## src/rtl/cumprod_pkg.sv

```systemverilog
// cumprod_pkg: shared types and helpers for the cumprod_stream block.
//   cnt_w    - segment counter width for a given maximum segment length
//   state_t  - segment FSM state (START = next accepted beat opens a segment)
//   mul_sat  - signed fixed-point multiply with truncation and saturation
package cumprod_pkg;

    typedef enum logic {START = 1'b0, RUN = 1'b1} state_t;

    // Result is carried at 32 bits so one function serves any DATA_W <= 32;
    // callers take the low DATA_W bits.
    typedef struct packed {
        logic               ovf;
        logic signed [31:0] res;
    } mul_res_t;

    function automatic int cnt_w(input int max_seg);
        return $clog2(max_seg + 1);
    endfunction

    // p = a*b at full width, q = p >>> frac_w (floor), then clamp to data_w bits.
    function automatic mul_res_t mul_sat(input logic signed [31:0] a,
                                         input logic signed [31:0] b,
                                         input int frac_w,
                                         input int data_w);
        logic signed [63:0] p, q, hi, lo;
        mul_res_t r;
        p  = 64'(a) * 64'(b);
        q  = p >>> frac_w;
        hi = (64'sd1 <<< (data_w - 1)) - 64'sd1;
        lo = -(64'sd1 <<< (data_w - 1));
        if (q > hi) begin
            r.res = hi[31:0];
            r.ovf = 1'b1;
        end else if (q < lo) begin
            r.res = lo[31:0];
            r.ovf = 1'b1;
        end else begin
            r.res = q[31:0];
            r.ovf = 1'b0;
        end
        return r;
    endfunction

endpackage

```

## src/rtl/cumprod_stream_if.sv

```systemverilog
// cumprod_stream_if: input/output stream of the cumulative-product engine.
//   input side : seg_len, valid_in, ready_in, data_in
//   output side: valid_out, ready_out, data_out, last_out, sat_out
//   slave modport is the engine's view, master is the producer/consumer view.
interface cumprod_stream_if #(
    parameter int DATA_W = 16,
    parameter int LANES  = 4,
    parameter int CNT_W  = 11
);
    logic [CNT_W-1:0]        seg_len;
    logic                    valid_in;
    logic                    ready_in;
    logic [LANES*DATA_W-1:0] data_in;
    logic                    valid_out;
    logic                    ready_out;
    logic [LANES*DATA_W-1:0] data_out;
    logic                    last_out;
    logic [LANES-1:0]        sat_out;

    modport slave (
        input  seg_len, valid_in, data_in, ready_out,
        output ready_in, valid_out, data_out, last_out, sat_out
    );

    modport master (
        output seg_len, valid_in, data_in, ready_out,
        input  ready_in, valid_out, data_out, last_out, sat_out
    );
endinterface

```

## src/rtl/cumprod_lane.sv

```systemverilog
// cumprod_lane: one channel of the running product.
//   clk, rst - clock, synchronous active-high reset
//   accept   - beat is taken this cycle
//   first    - beat opens a segment (product restarts from x)
//   x        - lane input element
//   y        - running product; this register is both the accumulator and
//              the lane's data_out, so a stall freezes both together
//   sat      - sticky saturation flag for the current segment
module cumprod_lane
    import cumprod_pkg::*;
#(
    parameter int DATA_W = 16,
    parameter int FRAC_W = 8
) (
    input  logic              clk,
    input  logic              rst,
    input  logic              accept,
    input  logic              first,
    input  logic [DATA_W-1:0] x,
    output logic [DATA_W-1:0] y,
    output logic              sat
);
    mul_res_t m;

    always_comb m = mul_sat(32'(signed'(y)), 32'(signed'(x)), FRAC_W, DATA_W);

    always_ff @(posedge clk) begin
        if (rst) begin
            y   <= '0;
            sat <= 1'b0;
        end else if (accept) begin
            if (first) begin
                // unity is never multiplied, so the first element is exact
                y   <= x;
                sat <= 1'b0;
            end else begin
                y   <= m.res[DATA_W-1:0];
                sat <= sat | m.ovf;
            end
        end
    end
endmodule

```

## src/rtl/cumprod_stream.sv

```systemverilog
// cumprod_stream: streaming cumulative product over LANES fixed-point channels,
// restarting every seg_len accepted beats. One-cycle latency, one beat/cycle.
//   clk, rst - clock, synchronous active-high reset
//   bus      - cumprod_stream_if slave (handshake, data, last, sticky sat)
module cumprod_stream
    import cumprod_pkg::*;
#(
    parameter int DATA_W  = 16,
    parameter int FRAC_W  = 8,
    parameter int LANES   = 4,
    parameter int MAX_SEG = 1024
) (
    input  logic           clk,
    input  logic           rst,
    cumprod_stream_if.slave bus
);
    localparam int CNT_W = cnt_w(MAX_SEG);

    state_t                        state, state_nxt;
    logic [CNT_W-1:0]              cnt, cnt_nxt, len, len_clamp, len_eff;
    logic                          accept, first, last_nxt, seg_end;
    logic [LANES-1:0][DATA_W-1:0]  lane_y;
    logic [LANES-1:0]              lane_sat;

    // Output register is free when empty or being drained this cycle.
    assign bus.ready_in = !bus.valid_out || bus.ready_out;
    assign accept       = bus.valid_in && bus.ready_in;
    assign first        = (state == START);

    always_comb begin
        if (bus.seg_len == '0)
            len_clamp = CNT_W'(1);
        else if (bus.seg_len > CNT_W'(MAX_SEG))
            len_clamp = CNT_W'(MAX_SEG);
        else
            len_clamp = bus.seg_len;
    end

    // seg_len only matters at a segment start; mid-segment the latched len rules.
    assign len_eff = first ? len_clamp : len;
    assign seg_end = (cnt == len - CNT_W'(1));

    // State register
    always_ff @(posedge clk) begin
        if (rst) state <= START;
        else     state <= state_nxt;
    end

    // Next-state logic
    always_comb begin
        state_nxt = state;
        if (accept) begin
            case (state)
                START:   if (len_eff != CNT_W'(1)) state_nxt = RUN;
                RUN:     if (seg_end)              state_nxt = START;
                default: state_nxt = START;
            endcase
        end
    end

    // Output/counter logic
    always_comb begin
        cnt_nxt  = cnt;
        last_nxt = 1'b0;
        if (accept) begin
            case (state)
                START: begin
                    if (len_eff == CNT_W'(1)) last_nxt = 1'b1;
                    else                      cnt_nxt  = CNT_W'(1);
                end
                RUN: begin
                    if (seg_end) begin
                        last_nxt = 1'b1;
                        cnt_nxt  = '0;
                    end else begin
                        cnt_nxt  = cnt + CNT_W'(1);
                    end
                end
                default: cnt_nxt = '0;
            endcase
        end
    end

    always_ff @(posedge clk) begin
        if (rst) begin
            cnt           <= '0;
            len           <= CNT_W'(1);
            bus.valid_out <= 1'b0;
            bus.last_out  <= 1'b0;
        end else begin
            cnt <= cnt_nxt;
            if (accept && first) len <= len_clamp;
            if (accept) begin
                bus.valid_out <= 1'b1;
                bus.last_out  <= last_nxt;
            end else if (bus.ready_out) begin
                bus.valid_out <= 1'b0;
            end
        end
    end

    for (genvar i = 0; i < LANES; i++) begin : g_lane
        cumprod_lane #(
            .DATA_W (DATA_W),
            .FRAC_W (FRAC_W)
        ) u_lane (
            .clk    (clk),
            .rst    (rst),
            .accept (accept),
            .first  (first),
            .x      (bus.data_in[i*DATA_W +: DATA_W]),
            .y      (lane_y[i]),
            .sat    (lane_sat[i])
        );
    end

    assign bus.data_out = lane_y;
    assign bus.sat_out  = lane_sat;
endmodule

```

## src/flat_wrapper.sv

```systemverilog
// flat-port wrapper written by rule: the top's interface ports become plain ports
module cumprod_stream_flat import cumprod_pkg::*;
#(
    parameter int DATA_W  = 16,
    parameter int FRAC_W  = 8,
    parameter int LANES   = 4,
    parameter int MAX_SEG = 1024
)
  (clk, rst, bus_seg_len, bus_valid_in, bus_data_in, bus_ready_out, bus_ready_in, bus_valid_out, bus_data_out, bus_last_out, bus_sat_out);
  cumprod_stream_if #(.DATA_W(DATA_W), .LANES(LANES), .CNT_W((cnt_w(MAX_SEG)))) bus_i ();
  input  logic clk;
  input  logic rst;
  input wire logic [$bits(bus_i.seg_len)-1:0] bus_seg_len;
  input wire logic [$bits(bus_i.valid_in)-1:0] bus_valid_in;
  input wire logic [$bits(bus_i.data_in)-1:0] bus_data_in;
  input wire logic [$bits(bus_i.ready_out)-1:0] bus_ready_out;
  output wire logic [$bits(bus_i.ready_in)-1:0] bus_ready_in;
  output wire logic [$bits(bus_i.valid_out)-1:0] bus_valid_out;
  output wire logic [$bits(bus_i.data_out)-1:0] bus_data_out;
  output wire logic [$bits(bus_i.last_out)-1:0] bus_last_out;
  output wire logic [$bits(bus_i.sat_out)-1:0] bus_sat_out;
  assign bus_i.seg_len = bus_seg_len;
  assign bus_i.valid_in = bus_valid_in;
  assign bus_i.data_in = bus_data_in;
  assign bus_i.ready_out = bus_ready_out;
  assign bus_ready_in = bus_i.ready_in;
  assign bus_valid_out = bus_i.valid_out;
  assign bus_data_out = bus_i.data_out;
  assign bus_last_out = bus_i.last_out;
  assign bus_sat_out = bus_i.sat_out;
  cumprod_stream #(.DATA_W(DATA_W), .FRAC_W(FRAC_W), .LANES(LANES), .MAX_SEG(MAX_SEG)) u_core (.clk(clk), .rst(rst), .bus(bus_i));
endmodule
```

## config.mk

```make
export PLATFORM = sky130hd
export DESIGN_NAME = cumprod_stream_flat
export DESIGN_NICKNAME = d
export VERILOG_FILES = /design/src/rtl/cumprod_pkg.sv /design/src/rtl/cumprod_stream_if.sv /design/src/rtl/cumprod_lane.sv /design/src/rtl/cumprod_stream.sv /design/src/flat_wrapper.sv
export SDC_FILE = /design/constraint.sdc
export NUM_CORES = 2
export LEC_CHECK = 0
export ABC_AREA = 1
export BUFFER_PORTS_ARGS = -buffer_cell sky130_fd_sc_hd__buf_2
export CAP_MARGIN = 10
export CORE_AREA = 5 5 406 408
export DETAILED_ROUTE_END_ITERATION = 10
export DIE_AREA = 0 0 411 413
export GPL_TIMING_DRIVEN = 0
export HOLD_SLACK_MARGIN = 0.02
export PLACE_DENSITY_LB_ADDON = 0.15
export SLEW_MARGIN = 20
export SYNTH_ARGS = -nofsm -noshare
export SYNTH_HDL_FRONTEND = slang
export SYNTH_SLANG_ARGS = --single-unit
```

## constraint.sdc

```tcl
create_clock -name clk -period 20.4 [get_ports clk]
set_input_delay 4.08 -clock clk [delete_from_list [all_inputs] [get_ports clk]]
set_output_delay 4.08 -clock clk [all_outputs]
set_load 0.005 [all_outputs]
```

==> impl_results.md <==
* First-pass GRT wire length at around 250000 µm
* Crit path launch type: primary input
* Gp weighted congestion at slightly below 0.9
* Final worst setup slack at just over 9 ns
* Met1 wire length at 74400 µm
* Slowest Stage Delay on Critical Path at 0.80 ns
* Longest Clk Path Bufs at 2
* Post-route setup TNS at 0 ns
* Die area at around 170000 µm²
* Setup CP Type: in2reg
* Drt first pass iters at 5
* Min Clock Period, post-route at between 10 and 15 ns
* Post-synthesis sequential area ratio at about 3.9%
* Die X at between 400 and 500 µm
* Syn Std Cell Area at roughly 48000 µm²
* Core Area at 161000 µm²
* Input/output buffers at 88
* Starting Density at around 30%
* Num ports at 150
* Synth unique cells at 52
* Final routed DRC violation total at 0
* Congestion Overflow GR at 0
* Max-cap violations at 0
* Hold Slack at 0.485 ns
* Via count at a little under 40k
* Worst Path Required at between 20 and 25 ns
* Vias in the first global route at 42.0k
* Outcome: finished clean
* Half-perimeter wire length after placement at around 140000 µm
* Worst hold endpoint: u_core.g_lane[0].u_lane.sat
* Most frequent cells in the layout: inv_1, nand2_1, fa_1, nor2_1, ha_1
* Endpoints failing setup at 0
* CTS sink cnt at 93
* Top sig layer: met4
* Later-pin clock latency in the skew report at 0.45 ns
* Slew @ Worst Pin at between 1 and 1.5 ns
* DR iter-0 viols at 2263
* DP Worst Slack at between 8 and 9 ns
* Pin count of the biggest net entering global routing at 21
* Vias/cell at 4.38
* RR Endpoint: u_core.g_lane[1].u_lane.y[6]
* Min-delay src: u_core.g_lane[0].u_lane.sat
* # Post-CTS Setup Buffers at 0
* Synth Area per Inst at 7.30 µm²
* Rows at roughly 150
* CP Capture Type: flop
* Fraction of registers with async set/reset at 0%
* NumNets Final at 8091
* GRT Overall Usage at a little under 20%
* Commonest non-fill, non-tap cell in the layout: inv_1
* Critical path buffers and inverters at 9
* Fin. max-slew vios at 0
* Slew margin rel. at between 20 and 30%
* Hold Path Depth at 2
* Slowest stage cell, crit path: fa_1
* Clk slew on worst S/H paths at ~0.090 ns
* Synth Register Bits at 93
* CTS tree: built
* Cell family with most CP delay: adder cells
* CTS root buf: clkbuf_16
* Crit path max fanout at 10
* Final Hold Fails at 0
* Worst R2R Setup Slack at ~12 ns
* RR Startpoint: u_core.g_lane[1].u_lane.y[15]
* HP Class: reg2reg
* Part of the cycle the worst path needs at between 50% and 60%
* Total CTS buffers at 9
* Die Y at a little over 400 µm
* Worst endpoint data arrival time at between 10 and 15 ns
* FILL cells at about 18k
* Met3 routed WL at 6950 µm
* Total number of yosys warnings at 0
* Ys flop type: dfxtp_1
* Met2 WL at 76400 µm
* Wirelength per Cell at ~18 µm
* Syn nets at roughly 8.0k
* Post-synth EDFFs at 0
* Area Overhead vs Synth at 7.28%
* H-tree Lvls at 3
* Layout cells sized above 1 at around 3.8%
* Cells after Synth at 6551
* Max Clk Rate at approximately 90 MHz
* Resized cells post-CTS at 0
* Initial antenna violation count at 6
* Routed WL at ~160000 µm
* RSZ-0062 raised after global routing: false
* Clock Skews at 0.0256 ns
* Hold buffer count at CTS at 0
* Path depth of the worst reg2reg path at 31
* Antenna Nets Post-Route at 0
==> how the worst max path moves through the flow <==
stage / from / end / cells after the start
after CTS: bus_data_in[35] / u_core.g_lane[2].u_lane.sat / 29
after floorplan: bus_data_in[51] / u_core.g_lane[3].u_lane.y[10] / 32
after global routing: bus_data_in[5] / u_core.g_lane[0].u_lane.y[1] / 30
after global placement: bus_data_in[35] / u_core.g_lane[2].u_lane.sat / 29
final: bus_data_in[5] / u_core.g_lane[0].u_lane.y[1] / 30
after detailed placement: bus_data_in[35] / u_core.g_lane[2].u_lane.sat / 29
==> tightest hold or removal path: stages (launching register included) <==
cell and delay, ns:
dfxtp_1 0.34, a21oi_1 0.04, nor2_1 0.07
==> sequential cells by signal, indices dropped and copies added, names as in the netlist <==
name	flops
u_core.g_lane.u_lane.sat	4
u_core.bus.valid_out	1
u_core.cnt	11
u_core.bus.last_out	1
u_core.len	11
u_core.g_lane.u_lane.y	64
u_core.state	1
==> through the flow <==
stage          instances  instance area (µm²)  utilization (%)
6_report            8833                51300             31.8
5_1_grt             8830                51300             31.8
4_1_cts             8830                51300             31.8
3_5_place_dp        8814                51000             31.6
3_3_place_gp        8814                51000             31.6
2_1_floorplan       6551                47800                -
==> kinds of logic after synthesis <==
| kind of cell | Yosys count | synth area share (%) |
|---|---|---|
| simple gates | 2433 | 20.4 |
| buf+inv | 2252 | 17.9 |
| fa+ha+maj | 1362 | 52.0 |
| compound gates | 282 | 3.40 |
| xor+xnor | 129 | 2.36 |
| flops | 93 | 3.89 |
==> cell usage after synthesis (9+ instances only) <==
master | count | area (µm²)
nand3_1 | 125 | 626
xor2_1 | 80 | 701
nand2_1 | 1807 | 6780
fa_1 | 1044 | 20900
or2_2 | 17 | 106
a31oi_1 | 12 | 75.1
o21ai_0 | 51 | 255
nor3_1 | 19 | 95.1
a21oi_1 | 156 | 781
xnor2_1 | 49 | 429
nor2_1 | 358 | 1340
clkbuf_1 | 266 | 998
buf_4 | 14 | 105
ha_1 | 318 | 3980
inv_1 | 1937 | 7270
nand4_1 | 20 | 125
a21oi_2 | 20 | 175
nand3_2 | 11 | 110
nand2_2 | 35 | 219
nor4_1 | 10 | 62.6
inv_2 | 14 | 52.6
o21bai_1 | 9 | 67.6
dfxtp_1 | 93 | 1860
==> per-layer routing <==
layer,GRT usage (%),vias to the layer above
met5,0,-
met4,3.17,0
met3,2.69,94
met2,33.3,727
met1,26.7,19300
li1,-,18600
==> final cells by class <==
class	instances	area [µm²]	area share (%)
Inverter	1953	7330	14.3
Clock buffer	9	225	0.439
Multi-Input combinational cell	4206	37400	72.9
Buffer	299	1250	2.43
Clock inverter	7	83.8	0.163
Timing Repair Buffer	88	440	0.859
Tap cell	2175	2720	5.31
Sequential cell	93	1860	3.63
Antenna cell	3	7.51	0.0146
Power is not shown: default switching activity piles up to over one toggle a cycle in this logic, so the estimate is an artifact.
